===== src/rtl/icache_line_fill.sv =====
// Line-fill engine: fetches one 4-word I-cache line critical-word-first with wrap,
// early-forwards the critical word and returns the packed line for a one-cycle write.
module icache_line_fill #(
  parameter int WORD_SIZE  = 16,
  parameter int LINE_WORDS = 4
) (
  input  logic                            clk,
  input  logic                            reset,
  input  logic                            req_valid,
  input  logic [WORD_SIZE-1:0]            req_addr,
  output logic                            req_ready,
  output logic                            mem_read,
  output logic [WORD_SIZE-1:0]            mem_addr,
  input  logic                            mem_ack,
  input  logic [WORD_SIZE-1:0]            mem_data,
  output logic                            crit_valid,
  output logic [WORD_SIZE-1:0]            crit_data,
  output logic                            fill_valid,
  output logic [WORD_SIZE-1:0]            fill_addr,
  output logic [LINE_WORDS*WORD_SIZE-1:0] fill_data,
  output logic [1:0]                      state_dbg
);

  // Handshakes: a request transfers on a clk edge with req_valid && req_ready; a memory
  // word transfers on a clk edge with mem_read && mem_ack; mem_read/mem_addr hold until then.
  typedef enum logic [1:0] {
    IDLE  = 2'd0,
    FETCH = 2'd1,
    DONE  = 2'd2
  } state_t;

  state_t state, state_nxt;

  logic [WORD_SIZE-3:0]            base_q;
  logic [1:0]                      off_q;
  logic [1:0]                      cnt_q;
  logic [1:0]                      slot;
  logic                            take;
  logic [WORD_SIZE-1:0]            line_q [LINE_WORDS];
  logic [LINE_WORDS*WORD_SIZE-1:0] line_merged;
  logic                            crit_valid_q;
  logic [WORD_SIZE-1:0]            crit_data_q;
  logic [WORD_SIZE-1:0]            fill_addr_q;
  logic [LINE_WORDS*WORD_SIZE-1:0] fill_data_q;

  // Two-bit add gives the wrap-around inside the line for free.
  assign slot = off_q + cnt_q;
  assign take = (state == FETCH) && mem_ack;

  always_ff @(posedge clk or posedge reset) begin
    if (reset) begin
      state <= IDLE;
    end else begin
      state <= state_nxt;
    end
  end

  always_comb begin
    state_nxt = state;
    case (state)
      IDLE:    if (req_valid) state_nxt = FETCH;
      FETCH:   if (mem_ack && (cnt_q == 2'd3)) state_nxt = DONE;
      DONE:    state_nxt = IDLE;
      default: state_nxt = IDLE;
    endcase
  end

  always_comb begin
    req_ready  = (state == IDLE);
    mem_read   = (state == FETCH);
    fill_valid = (state == DONE);
    mem_addr   = {base_q, slot};
    state_dbg  = state;
    crit_valid = crit_valid_q;
    crit_data  = crit_data_q;
    fill_addr  = fill_addr_q;
    fill_data  = fill_data_q;
  end

  // Line as it will look after this edge, so the last word goes straight into fill_data.
  always_comb begin
    line_merged = '0;
    for (int k = 0; k < LINE_WORDS; k++) begin
      line_merged[k*WORD_SIZE +: WORD_SIZE] =
        (take && (slot == 2'(k))) ? mem_data : line_q[k];
    end
  end

  always_ff @(posedge clk or posedge reset) begin
    if (reset) begin
      base_q       <= '0;
      off_q        <= '0;
      cnt_q        <= '0;
      crit_valid_q <= 1'b0;
      crit_data_q  <= '0;
      fill_addr_q  <= '0;
      fill_data_q  <= '0;
      for (int k = 0; k < LINE_WORDS; k++) line_q[k] <= '0;
    end else begin
      crit_valid_q <= take && (cnt_q == 2'd0);
      if ((state == IDLE) && req_valid) begin
        base_q <= req_addr[WORD_SIZE-1:2];
        off_q  <= req_addr[1:0];
        cnt_q  <= 2'd0;
      end
      if (take) begin
        line_q[slot] <= mem_data;
        cnt_q        <= cnt_q + 2'd1;
        if (cnt_q == 2'd0) crit_data_q <= mem_data;
        if (cnt_q == 2'd3) begin
          fill_data_q <= line_merged;
          fill_addr_q <= {base_q, 2'b00};
        end
      end
    end
  end

endmodule


===== config.mk =====
export PLATFORM = sky130hd
export DESIGN_NAME = icache_line_fill
export DESIGN_NICKNAME = d
export VERILOG_FILES = /design/src/rtl/icache_line_fill.sv
export SDC_FILE = /design/constraint.sdc
export NUM_CORES = 1
export LEC_CHECK = 0
export ABC_AREA = 1
export BUFFER_PORTS_ARGS = -buffer_cell sky130_fd_sc_hd__buf_2
export CAP_MARGIN = 25
export CORE_ASPECT_RATIO = 1.1
export CORE_MARGIN = 1.5
export CORE_UTILIZATION = 50
export CTS_BUF_LIST = sky130_fd_sc_hd__clkbuf_2 sky130_fd_sc_hd__clkbuf_4 sky130_fd_sc_hd__clkbuf_8
export CTS_CLUSTER_DIAMETER = 80
export DETAILED_ROUTE_END_ITERATION = 16
export PLACE_DENSITY_LB_ADDON = 0.08
export SYNTH_ARGS = -nofsm -noshare
export SYNTH_HDL_FRONTEND = slang
export SYNTH_SLANG_ARGS = --single-unit

===== constraint.sdc =====
create_clock -name clk -period 5.16 [get_ports clk]
set_clock_uncertainty 0.05 [all_clocks]
set_input_delay 0.516 -clock clk [delete_from_list [all_inputs] [get_ports clk]]
set_output_delay 0.516 -clock clk [all_outputs]
set_load 0.01 [all_outputs]

==> summary.txt, run 1 <==
Synthesis
  • Post-synthesis register bit count: 179
  • Warnings from Yosys: 0
  • Mapped cell area: 7567 µm²
  • Top-area cell type share of the netlist area: 59.19%
  • EDFF count, synth: 0
  • Syn Inst Count: 817
  • Synth Flop Type: dfrtp_1
  • Count leader, synth: nand2_1
  • Seq/Total Area, Yosys: 59.19%
  • Synth top area cells: dfrtp_1 (59%), nand2_1 (13%), nand3_1 (8.7%)
  • Distinct cells, synth: 22
  • Share of synthesized registers carrying an async set or reset: 100.0%
  • Synth top cells by count: nand2_1 (258), dfrtp_1 (179), nand3_1 (132)
  • Largest area contributor in the netlist: dfrtp_1
  • Avg Inst Size Synth: 9.262 µm²

Clock network
  • Sink Count: 179
  • Setup bufs post-CTS: 0
  • Num CTS Buffers: 17
  • CTS tree: built
  • Max Root-Sink Buffers: 2
  • Clock transition at the registers of the reported paths: 0.08 ns
  • Post-CTS Resized: 0
  • H-tree depth: 4
  • Root Buffer: clkbuf_8
  • Clk Latency, worst-skew pair: 0.45 ns
  • Hold bufs inserted after CTS: 0

Final layout
  • Area delta synth->final: 15.41%
  • Post-layout net count: 992
  • Layout cell share with drive strength beyond 1: 22.61%
  • Number of diodes: 0

GRT
  • Antenna violations before repair: 0
  • Gr ovfl total: 0
  • Largest net degree at the start of global routing: 180
  • First-pass GRT wire length: 29150 µm
  • Total global-route track usage: 23.44%
  • Vias in the first global route: 5675

Timing
  • Final period util: 53.19%
  • Max Slew Vio Count: 0
  • Min Tclk post-route: 2.745 ns
  • RSZ-0062 raised after global routing: false
  • Headroom to the max-slew limit: 36.65%
  • Final hold violations: 0
  • Worst Max-Slew Pin Slew: 0.9502 ns
  • FMAX: 364.3 MHz
  • Setup Viol. Count Final: 0
  • TNS Setup: 0 ns

Drt
  • 1st-iter DRT viols: 421
  • DRC: 0
  • Pre-antenna DRT Iters: 5
  • Via density: 4.960
  • ANT nets after route: 0
  • DR vias: 5734
  • WL/cell: 15.30 µm
  • Final WL: 17690 µm

Run status
  • Status: finished, final reports clean

Pwr
  • Max IR drop VDD: 0.3694 mV
  • Overall power: 5441 µW
  • Pleak: 0.004765 µW
  • PwrDens: 623.0 nW/µm²

Hold path
  • Hold crit path type: primary input to async pin

Place
  • IO buf count: 151
  • Estimated wirelength of the detail-placed design: 11520 µm
  • GPL Wtd Cong: 0.7682

Die
  • Initial core utilization: 51.76%
  • Die Height: 132.0 µm
  • Die area: 15880 µm²
  • Num rows: 46
  • Top-level I/O count: 154
  • Die X: 120.3 µm
  • Core ar.: 14620 µm²

Worst setup path
  • Startpoint Class: flip-flop
  • Setup Crit Path Kind: flip-flop to output port
  • CP endpoint kind: output port
  • Data arrival, critical path: 2.18 ns
  • Worst Path Max Fanout: 33
  • Req. time, crit path: 4.59 ns

Job
  • Max cap viols: 0
## through the flow
stage	hold slack [ns]	setup WS, ns	std cells	util, %	cell area [µm²]
floorplan	0.4362	2.299	818	-	7575
global placement	0.4006	2.960	1125	57.37	8387
detailed placement	0.4029	2.901	1126	57.47	8402
CTS	0.2205	2.399	1156	59.74	8733
global route	0.2076	2.297	1156	59.74	8733
finish	0.2453	2.415	1156	59.74	8733
## final cells by class
cell class / instances / area, µm²
fill: 1318 / 5886
clock buffer: 25 / 300.3
inverter: 90 / 341.6
tap: 192 / 240.2
timing repair buffer: 155 / 805.8
clock inverter: 5 / 31.28
sequential: 179 / 4479
multi-input combinational: 510 / 2535
## path summary, 6_finish.rpt
check	startpoint	end	slack (ns)	cells past startpoint
worst max register to register	cnt_q[0]	fill_data[25]	2.94	7
max in group asynchronous	reset	fill_addr[11]	4.09	3
worst min register to register	fill_addr[2]	fill_addr[2]	0.42	2
min in group clk	req_addr[5]	base_q[3]	0.25	2
worst max-delay path	cnt_q[0]	mem_addr[1]	2.42	5
worst min-delay path	reset	fill_addr[2]	0.25	3
## layer usage
metal	GRT usage (%)	wire, µm
met2	36.29	8301
met4	6.863	267
met1	32.52	7914
met5	0	0
met3	6.618	1208
## critical path, cell delays in order (launching register included)
cell and delay, ns:
dfrtp_1 0.43, ha_1 0.24, inv_1 0.12, nand3_2 0.16, nand2_2 0.52, buf_2 0.25
## logic make-up after synthesis
family / count (synthesis) / share of synthesized area, %
AND/OR/NAND/NOR: 472 / 29.48
flip-flops: 179 / 59.19
buffers and inverters: 129 / 7.358
AO/OA/AOI/OAI: 18 / 1.190
multiplexers: 15 / 2.232
adder cells (fa/ha/maj): 3 / 0.4961
other: 1 / 0.04956
## sequential cells by signal, indices dropped and copies added, names as in the netlist
name / count
cnt_q: 2
line_q: 64
base_q: 14
crit_valid: 1
off_q: 2
crit_data: 16
fill_addr: 14
state_dbg: 2
fill_data: 64
## placed cells by master, fill, tap and decap left out
cell / count
nand2_1: 258
dfrtp_1: 179
buf_2: 151
nand3_1: 132
inv_1: 87
and2_1: 64
clkbuf_8: 18
o21ai_0: 17
mux2_2: 15
clkbuf_4: 7
nand2_2: 5
nand3_4: 5
nor2_1: 3
ha_1: 3
clkinv_2: 3
inv_2: 2
nor2_8: 2
nand3_2: 2
clkinvlp_4: 2
conb_1: 2
buf_4: 2
nor2_4: 1
a21oi_1: 1
clkinv_4: 1
buf_8: 1
buf_12: 1
## where the power goes
group	leakage (µW)	internal, µW	switching [µW]
Sequential	0.00209	2030	289
Clock	0.000178	376	460
Combinational	0.00250	870	1410
(Power assumes the default switching activity.)
==> run 2: changes to the inputs <==
==> constraint.sdc (replaced) <==
create_clock -name clk -period 2.2 [get_ports clk]
set_clock_uncertainty 0.05 [all_clocks]
set_input_delay 0.22 -clock clk [delete_from_list [all_inputs] [get_ports clk]]
set_output_delay 0.22 -clock clk [all_outputs]
set_load 0.01 [all_outputs]
==> run 2 against run 1 <==
Flip-flop and latch count did not move. Non-clock buffer count rose by 29. Combinational power rose to 2.6 times the previous value. Highest routed layer unchanged. Final cell count rose by 2.7%. Sequential share of layout area fell by 2.8 points. Largest cell class unchanged. Sequential power rose by 140%. Global-route usage rose by 1.8 points.
==> summary.txt, run 2 (synthesized netlist as in run 1, its figures left out) <==
Clock network
  • Root Buffer: clkbuf_8
  • Num CTS Buffers: 17
  • Max Root-Sink Buffers: 2
  • Clk Latency, worst-skew pair: 0.46 ns
  • CTS tree: built
  • Clock transition at the registers of the reported paths: 0.09 ns
  • H-tree depth: 4
  • Sink Count: 179

GRT
  • Antenna violations before repair: 0
  • Total global-route track usage: 25.26%
  • Gr busiest metal: met2
  • Gr ovfl total: 0
  • Met2 Track Usage GR: 41.62%
  • Vias in the first global route: 6110
  • GR met1 Demand/Resource: 32.82%
  • First-pass GRT wire length: 31170 µm
  • Largest net degree at the start of global routing: 111
  • Met3 Use GR: 6.401%

Timing
  • Worst Max-Slew Pin Slew: 0.7041 ns
  • Headroom to the max-slew limit: 52.95%
  • WHS: 0.03282 ns
  • Final period util: 95.35%
  • Max Slew Vio Count: 0
  • FMAX: 476.7 MHz
  • TNS Setup: 0 ns
  • Min Tclk post-route: 2.098 ns
  • Setup Viol. Count Final: 0
  • Final hold violations: 0
  • RSZ-0062 raised after global routing: false

Drt
  • Via density: 5.083
  • Pre-antenna DRT Iters: 5
  • ANT nets after route: 0
  • Final WL: 19100 µm
  • 1st-iter DRT viols: 486
  • DR vias: 6033
  • WL/cell: 16.09 µm
  • DRC: 0

Die
  • Initial core utilization: 51.76%
  • Die X: 120.3 µm
  • Core ar.: 14620 µm²
  • Die area: 15880 µm²
  • Num rows: 46
  • Die Height: 132.0 µm
  • Top-level I/O count: 154

Worst setup path
  • Reg2reg start: off_q[0]
  • CP endpoint kind: output port
  • Data arrival, critical path: 1.83 ns
  • Setup Crit Path Kind: flip-flop to output port
  • Req. time, crit path: 1.93 ns
  • Startpoint Class: flip-flop
  • R2R depth: 7
  • Worst Path Max Fanout: 17
  • FF-to-FF End: fill_data[51]
  • Flop2flop setup slack: 0.22 ns

Job
  • Max cap viols: 0

Pwr
  • Max IR drop VDD: 0.6852 mV
  • Overall power: 14020 µW
  • PwrDens: 1518 nW/µm²
  • Pleak: 0.004983 µW

Final layout
  • Filler instances: 1307
  • Multi-input gate area: 2547 µm²
  • Commonest non-fill, non-tap cell in the layout: nand2_1
  • Design Area, Final: 9239 µm²
  • Number of diodes: 0
  • Area delta synth->final: 22.09%
  • Layout cell share with drive strength beyond 1: 23.32%
  • Sequential Area: 4479 µm²
  • Post-layout net count: 1021
  • Commonest non-fill, non-tap cells in the layout: nand2_1 (258), dfrtp_1 (179), buf_2 (151), nand3_1 (132), inv_1 (87)

Hold path
  • Hold path depth: 3
  • Hold crit path type: primary input to flip-flop
  • Hold EP: cnt_q[1]
  • Hold wc startpoint: mem_ack

Run status
  • Status: finished, final reports clean

Place
  • Estimated wirelength of the detail-placed design: 12650 µm
  • GPL Wtd Cong: 0.7836
  • IO buf count: 151
  • Placed Area: 8532 µm²
run 2: worst max path at each step:
stage          slack [ns]      from            end  depth (start not counted)
3_3_place_gp         0.29  cnt_q[0]  fill_data[20]                          7
3_5_place_dp         0.21  cnt_q[0]  fill_data[51]                          7
5_1_grt              0.01  off_q[0]    mem_addr[1]                          6
2_1_floorplan       -0.36     reset      base_q[0]                          1
4_1_cts              0.02  off_q[0]    mem_addr[1]                          6
6_report             0.10  off_q[0]    mem_addr[1]                          6
run 2: area by class of cell:
cell class              instances  share of cell area [%]
flip-flops and latches        179                   48.48
well taps                     192                   2.600
clock inverters                13                   2.492
inverters                      90                   3.697
multi-input cells             510                   27.57
clock buffers                  19                   2.830
repair buffers                184                   12.32
run 2: critical path, stage by stage, from the launching register on:
cell	delay [ns]
dfrtp_1	0.40
ha_1	0.25
inv_1	0.14
nand3_4	0.13
nand2_4	0.13
buf_12	0.16
buf_2	0.14
run 2: power by group:
| group | switching, µW | total, µW | internal, µW |
|---|---|---|---|
| Combinational | 3470 | 5840 | 2370 |
| Sequential | 713 | 5480 | 4770 |
| Clock | 1180 | 2710 | 1530 |
run 2: metal layers:
metal / share of wire (%) / up-vias
met5: 0 / -
met4: 1.7 / 0
met3: 6.8 / 25
met2: 49 / 200
met1: 43 / 2950
li1: - / 2858
run 2: what timing repair did:
action	CTS	global route
endpoints found under the hold margin	195	0
setup buffers	1	0
gates resized for setup	0	2
setup endpoints to repair	1	1
hold buffers	17	0
gates cloned	0	1
run 2: stage by stage:
| step | std cells | setup WS [ns] | util, % |
|---|---|---|---|
| 3_5_place_dp | 1136 | 0.2052 | 58.36 |
| 2_1_floorplan | 818 | -0.3646 | - |
| 5_1_grt | 1187 | 0.01330 | 63.20 |
| 6_report | 1187 | 0.1023 | 63.20 |
| 4_1_cts | 1186 | 0.02465 | 62.94 |
| 3_3_place_gp | 1136 | 0.2867 | 58.36 |
